==> src/rtl/doodle_physics.sv <==
// Per-frame doodle motion engine: input/gravity, one-slot-per-cycle platform scan, commit and camera.
// Optional macro DOODLE_WRAP_EN selects horizontal wrap-around instead of clamping at the screen edges.
module doodle_physics #(
  parameter int unsigned SCREEN_WIDTH  = 400,
  parameter int unsigned SCREEN_HEIGHT = 700,
  parameter int unsigned BLOCK_WIDTH   = 40,
  parameter int unsigned NUM_BLOCKS    = 8,
  parameter int unsigned JUMP_VELOCITY = 20,
  parameter int unsigned GRAVITY       = 1,
  parameter int unsigned MAX_FALL      = 20,
  parameter int unsigned MOVE_STEP     = 4,
  parameter int unsigned START_X       = 200,
  parameter int unsigned START_Y       = 10
) (
  input  logic                    clk,
  input  logic                    reset,
  input  logic                    tick,
  input  logic                    left,
  input  logic                    right,
  input  logic [NUM_BLOCKS*32-1:0] blocksX,
  input  logic [NUM_BLOCKS*32-1:0] blocksY,
  input  logic [NUM_BLOCKS-1:0]   isBlockActive,
  output logic [31:0]             doodleX,
  output logic [31:0]             doodleY,
  output logic [31:0]             minY,
  output logic                    busy,
  output logic                    done,
  output logic                    gameOver,
  output logic                    ascending
);

  localparam int unsigned IDX_W = (NUM_BLOCKS > 1) ? $clog2(NUM_BLOCKS) : 1;
  localparam logic [IDX_W-1:0] LAST_IDX = IDX_W'(NUM_BLOCKS - 1);
  localparam logic [31:0] SW32    = 32'(SCREEN_WIDTH);
  localparam logic [31:0] HALF32  = 32'(SCREEN_HEIGHT / 2);
  localparam logic [31:0] BW_M1   = 32'(BLOCK_WIDTH - 1);
  localparam logic [31:0] STEP32  = 32'(MOVE_STEP);
  localparam logic [31:0] SX32    = 32'(START_X);
  localparam logic [31:0] SY32    = 32'(START_Y);
  localparam logic [15:0] JUMP16  = 16'(JUMP_VELOCITY);
  localparam logic [15:0] GRAV16  = 16'(GRAVITY);
  localparam logic [15:0] MAXF16  = 16'(MAX_FALL);

  typedef enum logic [1:0] {
    S_IDLE,
    S_SCAN,
    S_COMMIT,
    S_DEAD
  } state_t;

  state_t           r_state;
  logic [IDX_W-1:0] r_idx;
  logic [31:0]      r_x;
  logic [31:0]      r_y;
  logic [31:0]      r_min;
  logic             r_asc;
  logic [15:0]      r_vel;
  logic [15:0]      r_fall;
  logic [15:0]      r_fallp;
  logic [31:0]      r_newx;
  logic             r_hit;
  logic [31:0]      r_hit_y;
  logic             r_busy;
  logic             r_done;
  logic             r_go;

  logic [31:0] w_bx_arr [NUM_BLOCKS];
  logic [31:0] w_by_arr [NUM_BLOCKS];
  logic [31:0] w_bx;
  logic [31:0] w_by;
  logic        w_act;
  logic        w_hit;
  logic        w_better;
  logic [31:0] w_newx;
  logic [15:0] w_fall_inc;
  logic [15:0] w_fallp;
  logic [31:0] w_fallp32;
  logic [31:0] w_y_up;
  logic [15:0] w_vel_next;

  always_comb begin
    for (int unsigned i = 0; i < NUM_BLOCKS; i++) begin
      w_bx_arr[i] = blocksX[32*i +: 32];
      w_by_arr[i] = blocksY[32*i +: 32];
    end
  end

  always_comb begin
    w_bx  = w_bx_arr[r_idx];
    w_by  = w_by_arr[r_idx];
    w_act = isBlockActive[r_idx];
  end

`ifdef DOODLE_WRAP_EN
  always_comb begin
    w_newx = r_x;
    if (left && !right)
      w_newx = (r_x < STEP32) ? (r_x + SW32 - STEP32) : (r_x - STEP32);
    else if (right && !left)
      w_newx = (r_x + STEP32 >= SW32) ? (r_x + STEP32 - SW32) : (r_x + STEP32);
  end
`else
  always_comb begin
    w_newx = r_x;
    if (left && !right)
      w_newx = (r_x < STEP32) ? '0 : (r_x - STEP32);
    else if (right && !left)
      w_newx = r_x + STEP32;
    if (w_newx > SW32 - 32'd1)
      w_newx = SW32 - 32'd1;
  end
`endif

  always_comb begin
    w_fall_inc = r_fall + GRAV16;
    w_fallp    = (w_fall_inc > MAXF16) ? MAXF16 : w_fall_inc;
    w_fallp32  = {16'd0, r_fallp};
    w_y_up     = r_y + {16'd0, r_vel};
    w_vel_next = r_vel - GRAV16;
    // Landing window: feet currently at or above the top, and this tick's drop reaches it.
    w_hit = w_act && !r_asc &&
            (r_newx >= w_bx) && (r_newx <= w_bx + BW_M1) &&
            (w_by <= r_y) && (w_by + w_fallp32 >= r_y);
    w_better = w_hit && (!r_hit || (w_by > r_hit_y));
  end

  always_ff @(posedge clk) begin
    if (reset) begin
      r_state <= S_IDLE;
      r_idx   <= '0;
      r_x     <= SX32;
      r_y     <= SY32;
      r_min   <= '0;
      r_asc   <= 1'b1;
      r_vel   <= JUMP16;
      r_fall  <= '0;
      r_fallp <= '0;
      r_newx  <= SX32;
      r_hit   <= 1'b0;
      r_hit_y <= '0;
      r_busy  <= 1'b0;
      r_done  <= 1'b0;
      r_go    <= 1'b0;
    end else begin
      r_done <= 1'b0;
      unique case (r_state)
        S_IDLE: begin
          if (tick && !r_go) begin
            r_newx  <= w_newx;
            if (!r_asc)
              r_fallp <= w_fallp;
            r_hit   <= 1'b0;
            r_hit_y <= '0;
            r_idx   <= '0;
            r_busy  <= 1'b1;
            r_state <= S_SCAN;
          end
        end

        S_SCAN: begin
          if (w_better) begin
            r_hit   <= 1'b1;
            r_hit_y <= w_by;
          end
          if (r_idx == LAST_IDX)
            r_state <= S_COMMIT;
          else
            r_idx <= r_idx + 1'b1;
        end

        S_COMMIT: begin
          r_x     <= r_newx;
          r_done  <= 1'b1;
          r_busy  <= 1'b0;
          r_state <= S_IDLE;
          if (r_asc) begin
            r_y   <= w_y_up;
            r_vel <= w_vel_next;
            if (w_vel_next == '0) begin
              r_asc  <= 1'b0;
              r_fall <= '0;
            end
            if (w_y_up > r_min + HALF32)
              r_min <= w_y_up - HALF32;
          end else if (r_hit) begin
            r_y    <= r_hit_y;
            r_asc  <= 1'b1;
            r_vel  <= JUMP16;
            r_fall <= '0;
          end else if (r_y < r_min + w_fallp32) begin
            r_y     <= r_min;
            r_go    <= 1'b1;
            r_state <= S_DEAD;
          end else begin
            r_y    <= r_y - w_fallp32;
            r_fall <= r_fallp;
          end
        end

        S_DEAD: begin
          r_busy <= 1'b0;
        end

        default: r_state <= S_IDLE;
      endcase
    end
  end

  assign doodleX   = r_x;
  assign doodleY   = r_y;
  assign minY      = r_min;
  assign busy      = r_busy;
  assign done      = r_done;
  assign gameOver  = r_go;
  assign ascending = r_asc;

endmodule

==> config.mk <==
export PLATFORM = sky130hd
export DESIGN_NAME = doodle_physics
export DESIGN_NICKNAME = d
export VERILOG_FILES = /design/src/rtl/doodle_physics.sv
export SDC_FILE = /design/constraint.sdc
export NUM_CORES = 1
export LEC_CHECK = 0
export CAP_MARGIN = 20
export CELL_PAD_IN_SITES_DETAIL_PLACEMENT = 1
export CELL_PAD_IN_SITES_GLOBAL_PLACEMENT = 1
export CORE_ASPECT_RATIO = 0.9
export CORE_MARGIN = 3
export CORE_UTILIZATION = 38
export CTS_BUF_LIST = sky130_fd_sc_hd__clkbuf_2
export DETAILED_ROUTE_END_ITERATION = 12
export HOLD_SLACK_MARGIN = 0.08
export PLACE_DENSITY_LB_ADDON = 0.1
export SYNTH_ARGS = -nofsm -noshare
export SYNTH_HDL_FRONTEND = slang
export SYNTH_SLANG_ARGS = --single-unit
==> constraint.sdc <==
create_clock -name clk -period 10.3 [get_ports clk]
set_clock_uncertainty 0.2 [all_clocks]
set_input_delay 2.06 -clock clk [delete_from_list [all_inputs] [get_ports clk]]
set_output_delay 2.06 -clock clk [all_outputs]
set_load 0.01 [all_outputs]
==> flow_summary_export.csv <==
group,metric,value,unit
placement,placed_cells,4332,
routing,wire_per_inst,29.1,um
flow_run,cap_violations,0,
floorplan,fp.dieW,277,um
setup_path,crit_top_cell,"nor2_1",
setup_path,worstPathMaxFanout,33,
hold_path,holdCritPathClass,"flip-flop to flip-flop",
setup_path,end_kind,"flip-flop",
cts,hold_buffers,0,
logic_synthesis,synthFlopType,"dfxtp_1",
cts,cts.repair.resized,0,
logic_synthesis,ys_warn_count,0,
setup_path,cpPeakStageDelay,0.55,ns
cts,cts_sinks,218,
sta,finalHoldViolations,0,
finish,syn2layout_area_growth,30.2,%
sta,tightest_slew,1.18,ns
routing,drcViolationCount,0,
routing,first_iter_violations,2269,
grt,antenna_found_initial,51,
finish,mostFrequentLayoutCell,"clkdlybuf4s50_1",
placement,hpwl,109,mm
grt,grt_pass1_wl,187,mm
sta,rsz0062_at_grt,"no",
cts,htreeDepth,3,
finish,final_cell_mix,"clkdlybuf4s50_1 (623), ha_1 (302), nand2_1 (257)",
pwr,ir_worst_vdd,71.4,uV
grt,grt_pass1_vias,27800,
sta,final.setup.tns,0,ns
cts,clk_latency,1.00,ns
grt,grt.overflow.total,0,
cts,clockBufferDepth,3,
floorplan,core-area,0.0649,sq mm
logic_synthesis,ys_ff_latch,218,
outcome,status,"finished, final reports clean",
routing,drtPass1Iterations,5,
logic_synthesis,postSynthNetCount,3821,
floorplan,rows,88,
sta,drv_slew,0,
cts,post_cts.repair.setup_buffers,0,
logic_synthesis,yosysSeqAreaShare,17.3,%
floorplan,pin_count,625,
logic_synthesis,synth_edf_count,0,
cts,cts_tree,"built",
floorplan,start_util,38.8,%
routing,vias_per_cell,6.10,
setup_path,worstPathArrival,8.79,ns
logic_synthesis,synth_cell_type_count,90,
logic_synthesis,synth_top_area_cell,"dfxtp_1",
logic_synthesis,synthTopCellsByArea,"dfxtp_1 (17%), ha_1 (15%), mux4_2 (12%), mux2i_1 (4.7%), xnor2_1 (4.5%)",
logic_synthesis,synthCells,2989,
sta,finalSetupViolCount,0,
routing,ant_nets,0,
sta,max_freq,0.122,GHz
pwr,p_per_area,104,mW/mm^2
logic_synthesis,synth_top_area_share,17.3,%
finish,layout-drive-gt1-share,9.32,%
sta,holdWs,0.265,ns
sta,fin_crit,8.20,ns
finish,fin_util,50.5,%
sta,slew-limit-headroom,20.8,%
placement,io_buffers,624,
cts,clkTransAtPathRegs,0.08,ns
logic_synthesis,synthArstFlopShare,0,%
finish,design_area,0.0328,sq mm
routing,dr_total_vias,27300,
grt,track_usage,35.8,%
logic_synthesis,syn_avg_cell_area,8.42,sq um
setup_path,worstSetupPathType,"primary input to flip-flop",
pwr,power.leakage,0.0123,uW
setup_path,crit_slowest_cell,"mux4_2",
floorplan,die_area,0.0694,sq mm
logic_synthesis,netlist_area,0.0252,sq mm
finish,final_nets,4379,
placement,gp_congestion,1.03,
setup_path,cp.required,10.89,ns
placement,post_dp_cell_area,0.0320,sq mm
sta,finalCritPeriodShare,79.7,%
routing,wl,130,mm
grt,grt_max_degree,100,
floorplan,dieHeight,250,um
setup_path,cp-start-kind,"primary input",
finish,fin_cells,4481,
cts,cts_buffers,68,
cts,root_buffer,"clkbuf_2",
-- state kept, by name, summed over array words and instances, names as in the netlist --
| name | flops |
|---|---|
| r_idx | 3 |
| ascending | 1 |
| r_state | 2 |
| r_fall | 16 |
| gameOver | 1 |
| r_vel | 16 |
| doodleX | 32 |
| r_hit | 1 |
| r_fallp | 16 |
| doodleY | 32 |
| minY | 32 |
| busy | 1 |
| done | 1 |
| r_hit_y | 32 |
| r_newx | 32 |
-- final timing paths --
path                                          startpoint                       end  slack [ns]  cells after the start
worst max-delay path                        blocksY[193]   r_hit_y[2]$_SDFFE_PP0P_        2.10                     28
worst min-delay path            r_hit_y[19]$_SDFFE_PP0P_  r_hit_y[19]$_SDFFE_PP0P_        0.26                      2
worst max register to register     r_idx[0]$_SDFFE_PP0P_   r_hit_y[6]$_SDFFE_PP0P_        2.61                     22
worst min register to register  r_hit_y[19]$_SDFFE_PP0P_  r_hit_y[19]$_SDFFE_PP0P_        0.26                      2
-- per-stage QoR --
| step | setup WS (ns) | total power (uW) |
|---|---|---|
| global placement | 1.28 | 2550 |
| floorplan | 2.64 | 1970 |
| finish | 2.10 | 3390 |
| detailed placement | 1.24 | 2610 |
| global route | 1.83 | 3600 |
| CTS | 2.29 | 3390 |
-- metal layers --
| layer | GRT usage, % | wire length, um | vias to the layer above |
|---|---|---|---|
| met5 | 0 | 147 | - |
| li1 | - | - | 12400 |
| met3 | 8.70 | 11800 | 206 |
| met2 | 55.4 | 56900 | 1169 |
| met4 | 13.2 | 4870 | 22 |
| met1 | 48.4 | 56700 | 13600 |
-- layout make-up --
| class | count | area, sq um |
|---|---|---|
| Timing Repair Buffer | 654 | 6490 |
| Clock buffer | 98 | 490 |
| Fill cell | 7612 | 32100 |
| Inverter | 145 | 544 |
| Clock inverter | 19 | 161 |
| Antenna cell | 32 | 80.1 |
| Multi-Input combinational cell | 2460 | 19600 |
| Tap cell | 855 | 1070 |
| Sequential cell | 218 | 4380 |
-- synthesized netlist by cell type (47+ instances only) --
library cell  number
xor2_1            72
nor3_1            85
nand2b_1          50
mux2i_1          117
dfxtp_1          218
a21o_1            64
nand2_1          257
and3_1            47
clkbuf_1         107
nor2_1           244
nand3_1           85
xnor2_1          130
a21oi_1          167
ha_1             303
o21ai_0          123
mux4_2           130
inv_1            141
nand4_1           72
-- worst max-delay path, delay by kind of cell --
kind	cells	cell delay, ns
and+or+nand+nor	6	0.92
muxes	3	1.02
xor gates and xnor gates	1	0.16
adders and majority gates	2	0.60
AOI/OAI and AO/OA	12	2.87
buffers and inverters	4	1.13
-- cells by family (layout without fill, tap and decap cells) --
kind of cell,count (synthesis),in the layout,synth area share (%)
other cells,0,32,0
mux,269,269,17.3
flops,218,218,17.3
simple gates,1034,1034,20.7
fa+ha+maj,307,307,15.4
xor+xnor,202,202,7.03
compound gates,648,648,17.2
buf+inv,311,916,5.08
-- where the power goes --
part,switching [uW],internal [uW]
combinational,915,785
sequential,60.9,860
clock,443,329
Note: power is estimated with default switching activity, not from simulation.
==> RTL edit: new RTL, same settings <==
Add an input register stage for `tick`, `blocksX`, `blocksY` and `isBlockActive`; this delays them by one clock. The other inputs are not delayed to match.
--- a/src/rtl/doodle_physics.sv
+++ b/src/rtl/doodle_physics.sv
@@ -50,2 +50,14 @@
 
+  logic tick_q;
+  logic [NUM_BLOCKS*32-1:0] blocksX_q;
+  logic [NUM_BLOCKS*32-1:0] blocksY_q;
+  logic [NUM_BLOCKS-1:0] isBlockActive_q;
+
+  always_ff @(posedge clk) begin
+    tick_q          <= tick;
+    blocksX_q       <= blocksX;
+    blocksY_q       <= blocksY;
+    isBlockActive_q <= isBlockActive;
+  end
+
   state_t           r_state;
@@ -82,4 +94,4 @@
     for (int unsigned i = 0; i < NUM_BLOCKS; i++) begin
-      w_bx_arr[i] = blocksX[32*i +: 32];
-      w_by_arr[i] = blocksY[32*i +: 32];
+      w_bx_arr[i] = blocksX_q[32*i +: 32];
+      w_by_arr[i] = blocksY_q[32*i +: 32];
     end
@@ -90,3 +102,3 @@
     w_by  = w_by_arr[r_idx];
-    w_act = isBlockActive[r_idx];
+    w_act = isBlockActive_q[r_idx];
   end
@@ -147,3 +159,3 @@
         S_IDLE: begin
-          if (tick && !r_go) begin
+          if (tick_q && !r_go) begin
             r_newx  <= w_newx;
Behaviour: not the same (a bounded check fails within 4 cycles, from zero or initial values and one cycle with reset high).
==> RTL edit against the original RTL <==
Sequential cell count rose by 521; cell count rose by 23%; total power rose by 100%; wire length rose by 0.78%; setup slack improved by 1.2 ns; non-clock buffer count rose by 4; synthesized area rose by 42%; die area rose by 41%; final area rose by 36%.
==> RTL edit: results (changes against the original RTL) <==
| Metric | Value |
|---|---|
| Result of the run | complete, no violations (unchanged) |
| Vias per inst | 5.420 (was 6.099) |
| Cell area after placement | 43,070 um^2 (was 32,050 um^2) |
| Share of final-layout standard cells stronger than drive strength 1 | 12.48% (was 9.321%) |
| Sequential area share after synthesis | 41.46% (was 17.34%) |
| DP Wirelength | 104,000 um (was 109,400 um) |
| Reported leakage power | 17.66 nW (was 12.34 nW) |
| Commonest cells in the netlist | 739 x sky130_fd_sc_hd__dfxtp_1, 303 x sky130_fd_sc_hd__ha_1, 234 x sky130_fd_sc_hd__nor2_1 (was 303 x sky130_fd_sc_hd__ha_1, 257 x sky130_fd_sc_hd__nand2_1, 244 x sky130_fd_sc_hd__nor2_1) |
| CP max stage delay | 0.69 ns (was 0.55 ns) |
| Num CTS Buffers | 190 (was 68) |
| Proportion of netlist area held by the largest area contributor | 41.46% (was 17.34%) |
| Setup Crit Path Kind | flip-flop to flip-flop (was input port to flip-flop) |
| Number of antenna diodes | 14 (was 32) |
| Count of fill cells added during filler insertion | 10,300 (was 7,612) |
| Fraction of area in clock buffers and inverters | 3.609% (was 1.989%) |
| Number of non-clock buffers in the layout | 658 (was 654) |
| Number of instances in the placed design | 5,202 (was 4,332) |
| Count of placed standard cells in the final layout, fillers left out | 5,532 (was 4,481) |
| Maximum number of pins on one net before global-route repair | 72 (was 100) |
| Net count, final | 4,997 (was 4,379) |
| Post-synthesis net count | 4,313 (was 3,821) |
| Proportion of cell area occupied by registers | 33.11% (was 13.35%) |
| Synth top area cells | sky130_fd_sc_hd__dfxtp_1 41%, sky130_fd_sc_hd__ha_1 11%, sky130_fd_sc_hd__mux4_2 8.2% (was sky130_fd_sc_hd__dfxtp_1 17%, sky130_fd_sc_hd__ha_1 15%, sky130_fd_sc_hd__mux4_2 12%) |
| Source-to-sink clock delay at the later pin of the worst-skew pair | 1.41 ns (was 1.00 ns) |
| Vias in the first global route | 31,330 (was 27,840) |
| Placer Congestion | 0.8931 (was 1.032) |
| Initial DRC Count | 1,567 (was 2,269) |
| Slowest stage cell on the critical path | sky130_fd_sc_hd__nand2_1 (was sky130_fd_sc_hd__mux4_2) |
| Area of the die | 97,620 um^2 (was 69,360 um^2) |
| Final-layout clock buffer total | 263 (was 98) |
| Area growth, synth to finish | 25.33% (was 30.25%) |
| Arrival time at the worst endpoint | 8.07 ns (was 8.79 ns) |
| Clock tree sinks | 739 (was 218) |
| CTS clock-pin slew for the worst setup and hold paths | 0.10 ns (was 0.08 ns) |
| Signal buf overhead | 14.57% (was 19.81%) |
| Number of instances in the synthesized netlist | 3,481 (was 2,989) |
| Deepest level of the CTS H-tree | 4 (was 3) |
| Wire length of the first global-routing pass | 196,600 um (was 186,700 um) |
| DRT Pass-1 Iters | 6 (was 5) |
| Cell variety after synth | 98 (was 90) |
| Count of multi-input gates | 2,443 (was 2,460) |
| DP Worst Slack | 3.373 ns (was 1.240 ns) |
## RTL edit: worst paths after layout
kind | to | slack [ns] | depth (start not counted)
setup reg to reg | doodleY[28] | 3.25 | 19
setup / recovery | doodleY[28] | 3.25 | 19
hold / removal | r_newx[1] | 0.29 | 2
hold reg to reg | r_newx[1] | 0.29 | 2
## RTL edit: cells by family after synthesis
group | synth area share, %
flip-flops | 41.46
AND/OR/NAND/NOR | 14.08
adder cells (fa/ha/maj) | 10.85
AO/OA/AOI/OAI | 14.51
XOR/XNOR | 4.296
buffers and inverters | 3.373
multiplexers | 11.43
## RTL edit: layer usage
layer | up-vias | track usage [%] | wire (um)
li1 | 14410 | - | -
met1 | 14660 | 31.77 | 54610
met2 | 701 | 47.30 | 67570
met3 | 216 | 4.408 | 5353
met4 | 0 | 9.538 | 3963
met5 | - | 0 | 0
## RTL edit: power by group
part           switching, mW  internal (mW)
registers             0.0840           2.98
clock network           1.25          0.728
logic                  0.986          0.842
total                   2.32           4.55
